## src/rtl/imem_fetch_sequencer.sv

```systemverilog
// Instruction fetch sequencer: boot wait, sequential fetch into a
// 2-entry {pc,instr} queue, redirect handling and sticky fault reporting.
module imem_fetch_sequencer #(
  parameter logic [31:0] RESET_PC    = 32'h0000_0000,
  parameter int unsigned MEM_BYTES   = 100,
  parameter int unsigned BOOT_CYCLES = 2
) (
  input  logic        clk,
  input  logic        reset,
  output logic [31:0] fetch_pc,
  input  logic [31:0] imem_instr,
  input  logic        redirect,
  input  logic [31:0] redirect_pc,
  output logic        out_valid,
  input  logic        out_ready,
  output logic [31:0] out_instr,
  output logic [31:0] out_pc,
  output logic [1:0]  fault,
  output logic        busy
);

  localparam logic [1:0] S_BOOT  = 2'd0;
  localparam logic [1:0] S_FETCH = 2'd1;
  localparam logic [1:0] S_HALT  = 2'd2;

  localparam logic [1:0] F_NONE  = 2'b00;
  localparam logic [1:0] F_ALIGN = 2'b01;
  localparam logic [1:0] F_RANGE = 2'b10;

  localparam logic [32:0] MEM_LIM = 33'(MEM_BYTES);

  logic [1:0]  state_q, state_d;
  logic [31:0] boot_cnt_q, boot_cnt_d;
  logic [31:0] pc_q, pc_d;
  logic [1:0]  cnt_q, cnt_d;
  logic [1:0]  fault_q, fault_d;
  logic [31:0] e0_pc_q, e0_pc_d;
  logic [31:0] e0_ins_q, e0_ins_d;
  logic [31:0] e1_pc_q, e1_pc_d;
  logic [31:0] e1_ins_q, e1_ins_d;

  logic deq_req;
  logic do_deq;
  logic enq;
  logic flush;
  logic pc_ok;
  logic rd_ok;

  // Range checks are done in 33 bits so a pc near 2^32 cannot wrap into range
  assign pc_ok = ({1'b0, pc_q} + 33'd4) <= MEM_LIM;
  assign rd_ok = ({1'b0, redirect_pc} + 33'd4) <= MEM_LIM;

  assign deq_req = (cnt_q != 2'd0) && out_ready;

  always_comb begin
    state_d    = state_q;
    boot_cnt_d = boot_cnt_q;
    pc_d       = pc_q;
    fault_d    = fault_q;
    enq        = 1'b0;
    flush      = 1'b0;
    do_deq     = deq_req;
    unique case (state_q)
      S_BOOT: begin
        boot_cnt_d = boot_cnt_q + 32'd1;
        if ((boot_cnt_q + 32'd1) >= BOOT_CYCLES) begin
          state_d = S_FETCH;
        end
      end
      default: begin
        if (redirect) begin
          flush  = 1'b1;
          do_deq = 1'b0;
          if (redirect_pc[1:0] != 2'b00) begin
            fault_d = F_ALIGN;
            state_d = S_HALT;
          end else if (!rd_ok) begin
            fault_d = F_RANGE;
            state_d = S_HALT;
          end else begin
            pc_d    = redirect_pc;
            state_d = S_FETCH;
          end
        end else if (state_q == S_FETCH) begin
          if (!pc_ok) begin
            fault_d = F_RANGE;
            state_d = S_HALT;
          end else if ((cnt_q != 2'd2) || deq_req) begin
            enq  = 1'b1;
            pc_d = pc_q + 32'd4;
          end
        end
      end
    endcase
  end

  // Entry 0 is always the head; a dequeue shifts entry 1 down
  always_comb begin
    cnt_d    = cnt_q;
    e0_pc_d  = e0_pc_q;
    e0_ins_d = e0_ins_q;
    e1_pc_d  = e1_pc_q;
    e1_ins_d = e1_ins_q;
    if (flush) begin
      cnt_d = 2'd0;
    end else if (enq && !do_deq) begin
      cnt_d = cnt_q + 2'd1;
      if (cnt_q == 2'd0) begin
        e0_pc_d  = pc_q;
        e0_ins_d = imem_instr;
      end else begin
        e1_pc_d  = pc_q;
        e1_ins_d = imem_instr;
      end
    end else if (!enq && do_deq) begin
      cnt_d    = cnt_q - 2'd1;
      e0_pc_d  = e1_pc_q;
      e0_ins_d = e1_ins_q;
    end else if (enq && do_deq) begin
      if (cnt_q == 2'd1) begin
        e0_pc_d  = pc_q;
        e0_ins_d = imem_instr;
      end else begin
        e0_pc_d  = e1_pc_q;
        e0_ins_d = e1_ins_q;
        e1_pc_d  = pc_q;
        e1_ins_d = imem_instr;
      end
    end
  end

  always_ff @(posedge clk) begin
    if (reset) begin
      state_q    <= S_BOOT;
      boot_cnt_q <= 32'd0;
      pc_q       <= RESET_PC;
      cnt_q      <= 2'd0;
      fault_q    <= F_NONE;
      e0_pc_q    <= 32'd0;
      e0_ins_q   <= 32'd0;
      e1_pc_q    <= 32'd0;
      e1_ins_q   <= 32'd0;
    end else begin
      state_q    <= state_d;
      boot_cnt_q <= boot_cnt_d;
      pc_q       <= pc_d;
      cnt_q      <= cnt_d;
      fault_q    <= fault_d;
      e0_pc_q    <= e0_pc_d;
      e0_ins_q   <= e0_ins_d;
      e1_pc_q    <= e1_pc_d;
      e1_ins_q   <= e1_ins_d;
    end
  end

  assign fetch_pc  = pc_q;
  assign out_valid = cnt_q != 2'd0;
  assign out_pc    = e0_pc_q;
  assign out_instr = e0_ins_q;
  assign fault     = fault_q;
  assign busy      = state_q == S_BOOT;

endmodule

```

## config.mk

```make
export PLATFORM = sky130hd
export DESIGN_NAME = imem_fetch_sequencer
export DESIGN_NICKNAME = d
export VERILOG_FILES = /design/src/rtl/imem_fetch_sequencer.sv
export SDC_FILE = /design/constraint.sdc
export NUM_CORES = 1
export LEC_CHECK = 0
export CAP_MARGIN = 5
export CORE_ASPECT_RATIO = 1.1
export CORE_MARGIN = 2
export CORE_UTILIZATION = 25
export DETAILED_ROUTE_END_ITERATION = 10
export PLACE_DENSITY = 0.49
export SYNTH_ARGS = -nofsm -noshare
export SYNTH_HDL_FRONTEND = slang
export SYNTH_SLANG_ARGS = --single-unit
```

## constraint.sdc

```tcl
create_clock -name clk -period 12.3 [get_ports clk]
set_clock_uncertainty 0.1 [all_clocks]
set_input_delay 2.46 -clock clk [delete_from_list [all_inputs] [get_ports clk]]
set_output_delay 2.46 -clock clk [all_outputs]
set_load 0.01 [all_outputs]
```

* Yosys cells after proc, flatten, opt, wreduce, memory -nomap -nowiden
Cells that the tools add are included.
Storage, ports and cells: register bits after elaboration 198, input port bits 68
Cells by class: reductions and logical operators 24, equal/unequal tests 13, bitwise logic cells 2, add/sub/neg operators 6, order comparisons 3, mux-type cells 47
Operator list (count):
- 32-bit 2-to-1 mux | 26
- 32-bit by 3-bit adder with 33-bit output (second input constant) | 2
- 33-bit by 7-bit less-or-equal comparator with 1-bit output (second input constant) | 2
- 32-bit by 1-bit adder with 32-bit output (second input constant) | 1
- 32-bit by 3-bit adder with 32-bit output (second input constant) | 1
- 32-bit by 2-bit greater-or-equal comparator with 1-bit output (second input constant) | 1
- 2-bit 2-to-1 mux | 12
- 2-bit nonzero test | 7
- 2-bit != test (second input constant) | 6
- 1-bit 2-to-1 mux | 9
- 2-bit by 1-bit != test with 1-bit output (second input constant) | 3
- 3-bit AND reduction | 2
- 6-bit AND reduction | 1
- 3-bit nonzero test | 2
- 5-bit AND reduction | 1
- 2-bit by 1-bit == test with 1-bit output (second input constant) | 2
- 1-bit logical AND | 4
- 2-bit logical NOT | 2
- 4-bit AND reduction | 1
- 3-bit by 2-bit != test with 1-bit output (second input constant) | 1
- 3-bit != test (second input constant) | 1
- 2-bit by 1-bit adder with 2-bit output (second input constant) | 1
- 1-bit logical NOT | 2
- 1-bit NOT | 2
- 3 further kinds | 3

* Longest topological paths before layout
Gate-level depths: netlist of run 1.
depth after elaboration 12, gate-level depth with buffers 19

* Worst setup path after synthesis of run 1
OpenSTA, ideal clock, no wires.
path kind input-to-reg, from input port redirect_pc[2], to register pc_q[14], in the netlist fetch_pc[14], path buffers 3, stages on the path 12, library setup time 60 ps, arrival 4799 ps, slack 7342 ps, cells stage by stage ha_1 -> nand3_1 -> or4_1 -> buf_2 -> or4_1 -> nand4_1 -> nor4_2 -> a21o_1 -> buf_6 -> a21oi_4 -> buf_6 -> and2_1
Between the ends: longest elaborated chain between the ends 4
Ends and longest elaborated chain:
- from (decl) | RTL line 13 | input logic [31:0] redirect_pc,
- 32-bit by 3-bit adder with 33-bit output | RTL line 51 | assign rd_ok = ({1'b0, redirect_pc} + 33'd4) <= MEM_LIM;
- 33-bit by 7-bit less-or-equal comparator with 1-bit output | RTL line 51
- 2-bit by 1-bit != test with 1-bit output (no line)
- 6-bit AND reduction (no line)
- to (signal assigned) | RTL line 146 | pc_q <= pc_d;
- to (decl) | RTL line 34 | logic [31:0] pc_q, pc_d;
Every way passes these cells. A chain may end at the register's enable or synchronous reset.

* Final worst setup path of run 1
from input port redirect, to register e1_pc_q[12]
Between the ends: longest elaborated chain between the ends 6, elaborated cells between the ends (all ways) 18, classes of those cells eq/ne: 3; mux: 7; bitwise: 1; reduce/logical: 7
Ends and longest elaborated chain:
- from (decl) | RTL line 12 | input logic redirect,
- 1-bit 2-to-1 mux | RTL line 71 | if (redirect) begin
- 1-bit 2-to-1 mux | RTL line 63 | unique case (state_q)
- 1-bit logical NOT (on tied branches) | RTL line 106, 115
- 1-bit logical AND (on tied branches) | RTL line 106, 115
- 2-bit != test (no line) or 2-bit nonzero test (tied branches)
- 5-bit AND reduction (no line)
- to (signal assigned) | RTL line 151 | e1_pc_q <= e1_pc_d;
- to (decl) | RTL line 39 | logic [31:0] e1_pc_q, e1_pc_d;
Parallel ways exist; a longest one is shown, timed or not.

==> results of run 1 <==
-- power groups by stage --
stage / Combinational [W] / Sequential [W] / Clock (W)
after floorplan: 0.000533 / 0.000873 / 0
after global placement: 0.000953 / 0.000853 / 0
after detailed placement: 0.000959 / 0.000856 / 0
after CTS: 0.000960 / 0.000841 / 0.000563
after global routing: 0.00103 / 0.000854 / 0.000590
final: 0.000945 / 0.000838 / 0.000545
-- logic make-up (layout without fill, tap and decap cells) --
kind of cell               after synthesis  after routing  synth area share, %
AOI/OAI and AO/OA                      262            262                 17.3
and+or+nand+nor                        453            453                 24.9
adders and majority gates               12             12                 1.50
buffers and inverters                  122            241                 5.07
DFF                                    198            198                 39.6
other                                    0              1                    0
xor gates and xnor gates                47             47                 4.12
muxes                                   75             75                 7.52
-- per-stage QoR --
stage               cell area, um^2  hold WS (ns)  std cells  setup WS, ns  util [%]
floorplan                     10000         0.349       1169          7.34         -
global placement              12000         0.357       1763          5.88      30.7
detailed placement            12000         0.365       1763          5.76      30.7
CTS                           12600         0.375       1795          6.21      32.1
global route                  12600         0.387       1796          5.84      32.1
finish                        12600         0.373       1796          6.26      32.1
-- per-layer routing --
layer / vias to the layer above / wire length [um]
li1: 4537 / -
met1: 4258 / 13400
met2: 130 / 15100
met3: 26 / 845
met4: 0 / 431
met5: - / 0
-- final cells by class --
| type | count | area share (%) |
|---|---|---|
| clock inverter | 14 | 1.05 |
| tap | 507 | 5.03 |
| multi-input combinational | 849 | 44.1 |
| timing repair buffer | 181 | 14.1 |
| sequential | 198 | 31.4 |
| clock buffer | 18 | 3.40 |
| antenna | 1 | 0.0198 |
| inverter | 28 | 0.833 |
-- worst max-delay path: cells and delay by family --
| family | cells | cell delay [ns] |
|---|---|---|
| AND/OR/NAND/NOR | 7 | 2.07 |
| buffers and inverters | 5 | 1.38 |
| adder cells (fa/ha/maj) | 1 | 0.27 |
-- layout by cell type, fill, tap and decap left out, drive strengths merged, types with 5 or more instances in the layout --
master,instances
and2,40
and4,13
a31o,6
xnor2,25
clkbuf,18
a311oi,6
mux2i,74
a31oi,5
nor2b,5
inv,37
or3,7
nand2,41
or4,6
clkdlybuf4s50,166
nor3,20
nand4,73
xor2,22
buf,15
nand3,42
a21oi,65
and3,20
o21ai,59
o31ai,6
nor3b,27
nor4,20
a211oi,73
dfxtp,198
ha,12
nor2,127
-- path summary, 6_finish.rpt --
path                                   from          end  slack (ns)  depth (start not counted)
worst max-delay path               redirect  e1_pc_q[12]        6.26                         13
worst min-delay path             e1_pc_q[2]   e1_pc_q[2]        0.37                          2
worst max register to register  fetch_pc[2]  e1_pc_q[12]        6.48                         16
worst min register to register   e1_pc_q[2]   e1_pc_q[2]        0.37                          2
-- state kept, by name, summed over array words and instances (netlist names) --
register / count
fetch_pc: 32
fault: 2
e1_pc_q: 32
e1_ins_q: 32
out_pc: 32
boot_cnt_q: 32
cnt_q: 2
state_q: 2
out_instr: 32
==> out/results.tsv, run 1 <==
stage	metric	value	unit
status	status	finished, final reports clean	
global_routing	met2 Use GR	25.0	%
global_routing	Total GRT Usage	14.2	%
finish	P&R area growth vs syn	26.1	%
power_and_ir_drop	combinational power share	40.6	%
global_routing	gr ovfl total	0	
critical_path	crit path kind	in2reg	
sta	Final Max Slew Viols	0	
power_and_ir_drop	Pint	0.00143	W
synth	synthesized area per cell	8.56	um^2
worst_hold_path	min-delay worst type	reg2reg	
routing	iteration-0 DRC count of the detailed router	484	
power_and_ir_drop	total power	0.00233	W
global_routing	number of antenna violations at the first check in global routing	1	
critical_path	CP most frequent cell	nor2_1	
synth	Top FF cell, synth	dfxtp_1	
synth	Synth area leader	dfxtp_1	
clocking	CTS Root Cell	clkbuf_16	
synth	most frequent cells after synthesis	198 x dfxtp_1, 127 x nor2_1, 75 x clkbuf_1	
critical_path	Slowest-stage cell, CP	and3_1	
clocking	post-CTS sizing	0	
synth	Yosys reg bits	198	
sta	final hold vios	0	
synth	synth warn	0	
clocking	Clk Latency, worst-skew pair	0.44	ns
power_and_ir_drop	clock share of power	23.4	%
synth	Post-synth EDFFs	0	
synth	Async S/R FF share, synth	0	%
global_routing	GR Layer Usage met1	17.8	%
sta	FMAX	166	MHz
power_and_ir_drop	power per cell area	185	nW/um^2
finish	NumNets Final	1355	
floorplanning	core area	39300	um^2
critical_path	crit-path max FO	41	
placed_design	Port Buffers	167	
routing	Avg WL per Cell	16.6	um
sta	RSZ-0062 raised after global routing	no	
clocking	maximum root-to-sink buffer count	2	
clocking	Sinks on Clock Net	198	
sta	Least-Margin Pin Slew	1.03	ns
floorplanning	DIE AREA	41600	um^2
sta	crit share post-route	49.1	%
routing	remaining antenna violation count after routing	0	
global_routing	first-pass GRT wire length	47.5	mm
synth	synthesized area	10000	um^2
run	max_cap viols	0	
routing	# DRC	0	
sta	setup TNS	0	ns
floorplanning	io pins	168	
floorplanning	die height	214	um
synth	Synth Instances	1169	
clocking	Post-CTS Repair Setup Buffers	0	
routing	Initial DRT Pass Iterations	5	
critical_path	slowest cell delay on critical path	0.88	ns
routing	Total Wirelength	29.8	mm
placed_design	RePlAce Congestion	0.825	
power_and_ir_drop	peak supply drop	100	uV
synth	post-synthesis sequential area ratio	39.6	%
routing	vias per cell	4.98	
synth	count leader, synth	dfxtp_1	
floorplanning	Die Wd	195	um
clocking	CTS clk-pin slew, worst paths	0.08	ns
critical_path	Worst EP arrival	6.23	ns
global_routing	largest net degree at the start of global routing	92	
placed_design	Detail Placement HPWL	20.8	mm
finish	final-layout fill cell count	4120	
power_and_ir_drop	switching part of the total power	38.6	%
floorplanning	site row count	76	
finish	Reg area	3960	um^2
synth	ranking of synthesized cells by area	dfxtp_1 40%, mux2i_1 7.4%, a211oi_1 5.5%	
power_and_ir_drop	sequential group share of total power	36.0	%
global_routing	vias in the first global route	8395	
global_routing	global routing's busiest layer	met2	
sta	Final min period	6.04	ns
clocking	H-tree depth	4	
clocking	CTS buffer count	17	
finish	layout cells sized above 1	5.67	%
global_routing	GR Util met3	2.28	%
sta	slew margin rel.	31.6	%
synth	syn nets	1249	
clocking	cts hold-fix bufs	0	
critical_path	endpoint type of the worst setup path	flop	
clocking	CTS tree	built	
synth	post-synthesis cell type count	68	
critical_path	Worst Path Required	12.49	ns
routing	vias	8951	
finish	multi-input logic area	5560	um^2
critical_path	critical path startpoint category	input pin	
floorplanning	starting density of the core	25.5	%
critical_path	worst path cell trace	clkdlybuf4s50_1, buf_4, inv_1, nor2_1, nor2_1, inv_1, ha_1, nor2b_1, nor2_1, nor2_2, buf_4, and3_1, nor3b_1	
synth	share of the synthesized area in the top cell type	39.6	%
power_and_ir_drop	Sw Pwr	0.000898	W
power_and_ir_drop	P_leak	4.52	nW
sta	final setup fails	0	
No activity file was read; power rests on OpenSTA's default activity.
==> run 2, diff against run 1 <==
clock period = 5.76 ns   (was 12.3 ns; I/O delays follow)
==> run 2 against run 1 <==
Effect of this change: critical path depth rose by 2; worst setup slack got worse by 5.3 ns; worst hold slack barely moved; routed wire length rose by 3.0%; count of clock-buffer cells in the layout rose by 1; die area did not move; flip-flop and latch count did not move.
==> out/results.tsv, run 2 (synthesis gave the netlist of run 1 again) <==
stage	metric	value	unit	change
clocking	CTS Root Cell	clkbuf_16		unchanged
routing	vias per cell	5.04		was 4.98
clocking	Clk Latency, worst-skew pair	0.44	ns	about the same
floorplanning	die height	214	um	unchanged
routing	remaining antenna violation count after routing	0		unchanged
clocking	Sinks on Clock Net	198		unchanged
clocking	Post-CTS Repair Setup Buffers	0		unchanged
critical_path	crit path kind	reg2reg		was in2reg
floorplanning	core area	39300	um^2	unchanged
critical_path	Slowest-stage cell, CP	nor4_1		was and3_1
sta	slew margin rel.	26.3	%	was 31.6%
clocking	cts hold-fix bufs	0		unchanged
routing	Total Wirelength	30.7	mm	was 29.8 mm
worst_hold_path	Hold Path Origin	e1_pc_q[21]		was e1_pc_q[2]
routing	Avg WL per Cell	17.1	um	was 16.6 um
routing	Initial DRT Pass Iterations	6		was 5
global_routing	number of antenna violations at the first check in global routing	0		was 1
critical_path	worst path cell trace	nand4_2, nor4_1, nand4_1, a22oi_1, and4b_1, nand4_1, buf_4, inv_1, ha_1, nor2b_1, nor2_1, nor2_2, buf_4, nand4_1, a21oi_1		was clkdlybuf4s50_1, buf_4, inv_1, nor2_1, nor2_1, inv_1, ha_1, nor2b_1, nor2_1, nor2_2, buf_4, and3_1, nor3b_1
critical_path	crit-path max FO	43		was 41
power_and_ir_drop	peak supply drop	316	uV	was 100 uV
sta	final setup fails	0		unchanged
global_routing	gr ovfl total	0		unchanged
floorplanning	Die Wd	195	um	unchanged
finish	Finished Core Util	32.2	%	was 32.1%
critical_path	Worst Setup SP	fetch_pc[7]		was redirect
sta	setup TNS	0	ns	unchanged
critical_path	Worst EP arrival	5.01	ns	was 6.23 ns
clocking	maximum root-to-sink buffer count	2		unchanged
clocking	CTS buffer count	17		unchanged
placed_design	Port Buffers	167		unchanged
floorplanning	io pins	168		unchanged
finish	diode count	0		was 1
finish	commonest non-fill, non-tap cell in the layout	dfxtp_1		unchanged
routing	# DRC	0		unchanged
critical_path	Worst Path Required	6.01	ns	was 12.49 ns
floorplanning	DIE AREA	41600	um^2	unchanged
global_routing	first-pass GRT wire length	48.0	mm	was 47.5 mm
critical_path	R2R Path Start	fetch_pc[7]		was fetch_pc[2]
global_routing	Total GRT Usage	14.5	%	was 14.2%
finish	layout cells sized above 1	5.75	%	was 5.67%
worst_hold_path	min-delay worst type	reg2reg		unchanged
finish	NumNets Final	1355		unchanged
critical_path	slowest cell delay on critical path	0.78	ns	was 0.88 ns
finish	P&R area growth vs syn	26.4	%	was 26.1%
sta	crit share post-route	82.5	%	
critical_path	endpoint type of the worst setup path	flop		unchanged
sta	Final min period	4.75	ns	
critical_path	critical path startpoint category	flop		was input pin
global_routing	largest net degree at the start of global routing	129		was 92
floorplanning	site row count	76		unchanged
clocking	post-CTS sizing	0		unchanged
finish	most frequent cells in the layout	198 x dfxtp_1, 166 x clkdlybuf4s50_1, 126 x nor2_1		unchanged
sta	Final Max Slew Viols	0		unchanged
sta	Least-Margin Pin Slew	1.11	ns	was 1.03 ns
power_and_ir_drop	P_leak	4.53	nW	was 4.52 nW
placed_design	RePlAce Congestion	0.797		was 0.825
sta	RSZ-0062 raised after global routing	no		unchanged
clocking	CTS clk-pin slew, worst paths	0.07	ns	was 0.08 ns
finish	final-layout fill cell count	4048		was 4120
routing	iteration-0 DRC count of the detailed router	566		was 484
power_and_ir_drop	power per cell area	396	nW/um^2	was 185 nW/um^2
run	max_cap viols	0		unchanged
clocking	H-tree depth	4		unchanged
sta	FMAX	210	MHz	
critical_path	CP most frequent cell	nand4_1		was nor2_1
placed_design	Detail Placement HPWL	21.1	mm	was 20.8 mm
clocking	CTS tree	built		unchanged
sta	final hold vios	0		unchanged
routing	vias	9054		was 8951
global_routing	vias in the first global route	8467		was 8395
floorplanning	starting density of the core	25.5	%	unchanged
status	status	finished, final reports clean		unchanged
[run 2: routing by layer]
metal | wire length [um] | vias to the layer above | share of wire [%] | track usage (%)
li1 | - | 4535 | - | -
met5 | 0 | - | 0 | 0
met3 | 981 | 39 | 3.2 | 2.25
met2 | 15500 | 181 | 50 | 25.6
met4 | 803 | 0 | 2.6 | 5.65
met1 | 13500 | 4299 | 44 | 17.7
[run 2: per-stage QoR]
step                      cells  power, W  setup slack (ns)  instance area (um^2)  hold slack (ns)
final                      1795   0.00501              1.01                 12600            0.373
after global routing       1795   0.00533             0.642                 12600            0.383
after detailed placement   1763   0.00389             0.887                 12100            0.365
after floorplan            1169   0.00300              1.60                 10000            0.349
after global placement     1763   0.00388             0.932                 12100            0.356
after CTS                  1795   0.00509              1.03                 12600            0.376
[run 2: worst paths after layout]
check	end	slack, ns	cells after the start
worst max-delay path	e1_ins_q[6]	1.01	15
worst min-delay path	e1_pc_q[21]	0.37	1
worst max register to register	e1_ins_q[6]	1.01	15
worst min register to register	e1_pc_q[21]	0.37	1
[run 2: layout make-up]
class	count	area [um^2]	share of cell area (%)
sequential	198	3960	31.4
inverter	28	105	0.832
tap	507	634	5.02
clock buffer	19	443	3.50
clock inverter	13	120	0.950
multi-input combinational	849	5570	44.1
timing repair buffer	181	1800	14.3
[run 2: power by group]
| group | switching (W) | internal (W) | leakage (nW) |
|---|---|---|---|
| logic | 0.00117 | 0.000874 | 2.65 |
| registers | 0.000169 | 0.00162 | 1.60 |
| clock network | 0.000566 | 0.000614 | 0.271 |
[run 2: worst max-delay path: cells and delay by family (launching register included)]
kind	cells	cell delay [ns]
AND/OR/NAND/NOR	9	2.29
AO/OA/AOI/OAI	2	0.51
flip-flops	1	0.61
buffers and inverters	3	0.84
adder cells (fa/ha/maj)	1	0.26
==> run 3, diff against run 2 <==
clock period = 4.38 ns   (was 5.76 ns; I/O delays follow)
==> run 3 against run 2 <==
Effect of this change: final cell count rose by 1.7%; first-iteration DRC count shrank 19%; die area unchanged; combinational power increased by 40%; clock power rose by 33%; maximum frequency increased by 19%; via count increased by 0.30%; worst hold slack worse by 0.00076 ns; worst setup slack got worse by 0.62 ns; sequential share of layout area shrank 0.75 points.
==> out/results.tsv, run 3 (synthesis gave the netlist of run 1 again) <==
stage	metric	value	unit	change
sta	final setup fails	0		unchanged
sta	slew margin rel.	43.5	%	was 26.3%
critical_path	endpoint type of the worst setup path	flop		unchanged
critical_path	crit-path max FO	24		was 43
critical_path	reg2reg end	e1_pc_q[18]		was e1_ins_q[6]
power_and_ir_drop	P_leak	4.70	nW	was 4.53 nW
clocking	Sinks on Clock Net	198		unchanged
global_routing	GR Layer Usage met1	17.9	%	was 17.7%
global_routing	met2 Use GR	25.2	%	was 25.6%
routing	Total Wirelength	30.1	mm	was 30.7 mm
routing	vias	9081		was 9054
clocking	Clk Latency, worst-skew pair	0.44	ns	about the same
critical_path	critical path startpoint category	flop		unchanged
power_and_ir_drop	clock share of power	23.2	%	was 23.6%
floorplanning	io pins	168		unchanged
floorplanning	starting density of the core	25.5	%	unchanged
floorplanning	core area	39300	um^2	unchanged
critical_path	Worst setup endpoint	e1_pc_q[18]		was e1_ins_q[6]
critical_path	Worst Path Required	4.59	ns	was 6.01 ns
floorplanning	site row count	76		unchanged
finish	NumNets Final	1386		was 1355
floorplanning	DIE AREA	41600	um^2	unchanged
clocking	maximum root-to-sink buffer count	2		unchanged
floorplanning	die height	214	um	unchanged
placed_design	RePlAce Congestion	0.831		was 0.797
sta	Final Max Slew Viols	0		unchanged
power_and_ir_drop	Sw Pwr	0.00255	W	was 0.00190 W
sta	FMAX	251	MHz	was 210 MHz
critical_path	Worst EP arrival	4.20	ns	was 5.01 ns
power_and_ir_drop	combinational power share	42.2	%	was 40.8%
finish	final-layout fill cell count	4066		was 4048
global_routing	global routing's busiest layer	met2		unchanged
placed_design	Port Buffers	167		unchanged
sta	final hold vios	0		unchanged
status	status	finished, final reports clean		unchanged
finish	most frequent cells in the layout	198 x dfxtp_1, 166 x clkdlybuf4s50_1, 126 x nor2_1		unchanged
power_and_ir_drop	sequential group share of total power	34.5	%	was 35.7%
critical_path	CP most frequent cell	ha_1		was nand4_1
sta	Least-Margin Pin Slew	0.841	ns	was 1.11 ns
worst_hold_path	min-delay worst type	reg2reg		unchanged
critical_path	crit path kind	reg2reg		unchanged
critical_path	Buf/Inv on CP	2		was 3
critical_path	largest delay contributor family on the critical path	simple AND/OR/NAND/NOR gates		unchanged
critical_path	critical path depth	15		unchanged
clocking	CTS Root Cell	clkbuf_16		unchanged
routing	Avg WL per Cell	16.5	um	was 17.1 um
floorplanning	Die Wd	195	um	unchanged
global_routing	vias in the first global route	8620		was 8467
critical_path	reg2reg path depth	15		unchanged
finish	diode count	0		unchanged
global_routing	largest net degree at the start of global routing	77		was 129
power_and_ir_drop	power per cell area	521	nW/um^2	was 396 nW/um^2
global_routing	Total GRT Usage	14.3	%	was 14.5%
finish	Reg area	3960	um^2	unchanged
power_and_ir_drop	total power	0.00674	W	was 0.00501 W
sta	setup TNS	0	ns	unchanged
clocking	cts hold-fix bufs	0		unchanged
global_routing	gr ovfl total	0		unchanged
clocking	CTS buffer count	17		unchanged
routing	vias per cell	4.98		was 5.04
critical_path	Worst Setup SP	fetch_pc[2]		was fetch_pc[7]
critical_path	R2R Setup Slk	0.39	ns	was 1.01 ns
clocking	CTS tree	built		unchanged
power_and_ir_drop	peak supply drop	292	uV	was 316 uV
global_routing	GR Util met3	2.14	%	was 2.25%
finish	P&R area growth vs syn	29.5	%	was 26.4%
power_and_ir_drop	switching part of the total power	37.8	%	was 38.0%
placed_design	Detail Placement HPWL	21.4	mm	was 21.1 mm
finish	multi-input logic area	5580	um^2	was 5570 um^2
run	max_cap viols	0		unchanged
global_routing	first-pass GRT wire length	47.8	mm	was 48.0 mm
finish	commonest non-fill, non-tap cell in the layout	dfxtp_1		unchanged
finish	layout cells sized above 1	8.19	%	was 5.75%
critical_path	R2R Path Start	fetch_pc[2]		was fetch_pc[7]
routing	iteration-0 DRC count of the detailed router	459		was 566
global_routing	number of antenna violations at the first check in global routing	0		unchanged
critical_path	slowest cell delay on critical path	0.39	ns	was 0.78 ns
routing	remaining antenna violation count after routing	0		unchanged
routing	Initial DRT Pass Iterations	5		was 6
critical_path	worst path cell trace	ha_1, nand3_2, nor4_1, xnor2_1, nor4_2, and4b_1, nand4_1, inv_1, ha_1, nor2b_1, nor2_1, nor2_2, and3_1, buf_4, nor3b_1		was nand4_2, nor4_1, nand4_1, a22oi_1, and4b_1, nand4_1, buf_4, inv_1, ha_1, nor2b_1, nor2_1, nor2_2, buf_4, nand4_1, a21oi_1
sta	RSZ-0062 raised after global routing	no		unchanged
sta	crit share post-route	91.1	%	was 82.5%
routing	# DRC	0		unchanged
power_and_ir_drop	Pint	0.00420	W	was 0.00311 W
sta	Final min period	3.99	ns	was 4.75 ns
critical_path	Slowest-stage cell, CP	nor4_1		unchanged
clocking	H-tree depth	4		unchanged
clocking	CTS clk-pin slew, worst paths	0.07	ns	about the same
## run 3: metrics by stage
step | hold WS (ns) | worst slack, ns | cells | area [um^2] | utilization (%)
3_3_place_gp | 0.357 | 0.253 | 1791 | 12300 | 31.4
4_1_cts | 0.374 | 0.154 | 1822 | 12900 | 32.9
5_1_grt | 0.383 | 0.0189 | 1825 | 12900 | 33.0
6_report | 0.372 | 0.389 | 1825 | 12900 | 33.0
2_1_floorplan | 0.349 | 0.218 | 1169 | 10000 | -
3_5_place_dp | 0.364 | 0.161 | 1791 | 12300 | 31.4
## run 3: final cells by class
type / instances / share of cell area (%)
Tap cell: 507 / 4.90
Multi-Input combinational cell: 849 / 43.1
Timing Repair Buffer: 212 / 16.1
Clock inverter: 14 / 1.15
Clock buffer: 17 / 3.29
Inverter: 28 / 0.812
Sequential cell: 198 / 30.6
## run 3: tightest hold or removal path, cell delays in order (launching register included)
cell and delay, ns:
dfxtp_1 0.31, o21ai_0 0.06, a21oi_1 0.06
## run 3: how the worst min path moves through the flow
stage / depth (start not counted) / from / slack, ns / endpoint
floorplan: 2 / e1_ins_q[0] / 0.35 / e1_ins_q[0]
global placement: 2 / e1_ins_q[26] / 0.36 / e1_ins_q[26]
detailed placement: 2 / e1_ins_q[12] / 0.36 / e1_ins_q[12]
CTS: 2 / e1_ins_q[12] / 0.37 / e1_ins_q[12]
global route: 2 / e1_ins_q[29] / 0.38 / e1_ins_q[29]
finish: 2 / e1_ins_q[20] / 0.37 / e1_ins_q[20]
## run 3: layer usage
metal  vias to the layer above  share of wire [%]
met5                         -                  0
met2                       161                 50
met4                         0                2.2
li1                       4605                  -
met3                        30                3.1
met1                      4285                 45
## run 3: power by group through the flow
stage	Sequential (W)	Clock, W	Combinational, W
2_1_floorplan	0.00245	0	0.00150
6_report	0.00233	0.00157	0.00285
5_1_grt	0.00237	0.00168	0.00310
4_1_cts	0.00234	0.00162	0.00288
3_5_place_dp	0.00238	0	0.00287
3_3_place_gp	0.00237	0	0.00286
## run 3: repair_timing
item | CTS | global route
endpoints found under the hold margin | 0 | 0
setup endpoints to repair | 0 | 65
buffers inserted | 0 | 3
gates resized for setup | 0 | 5
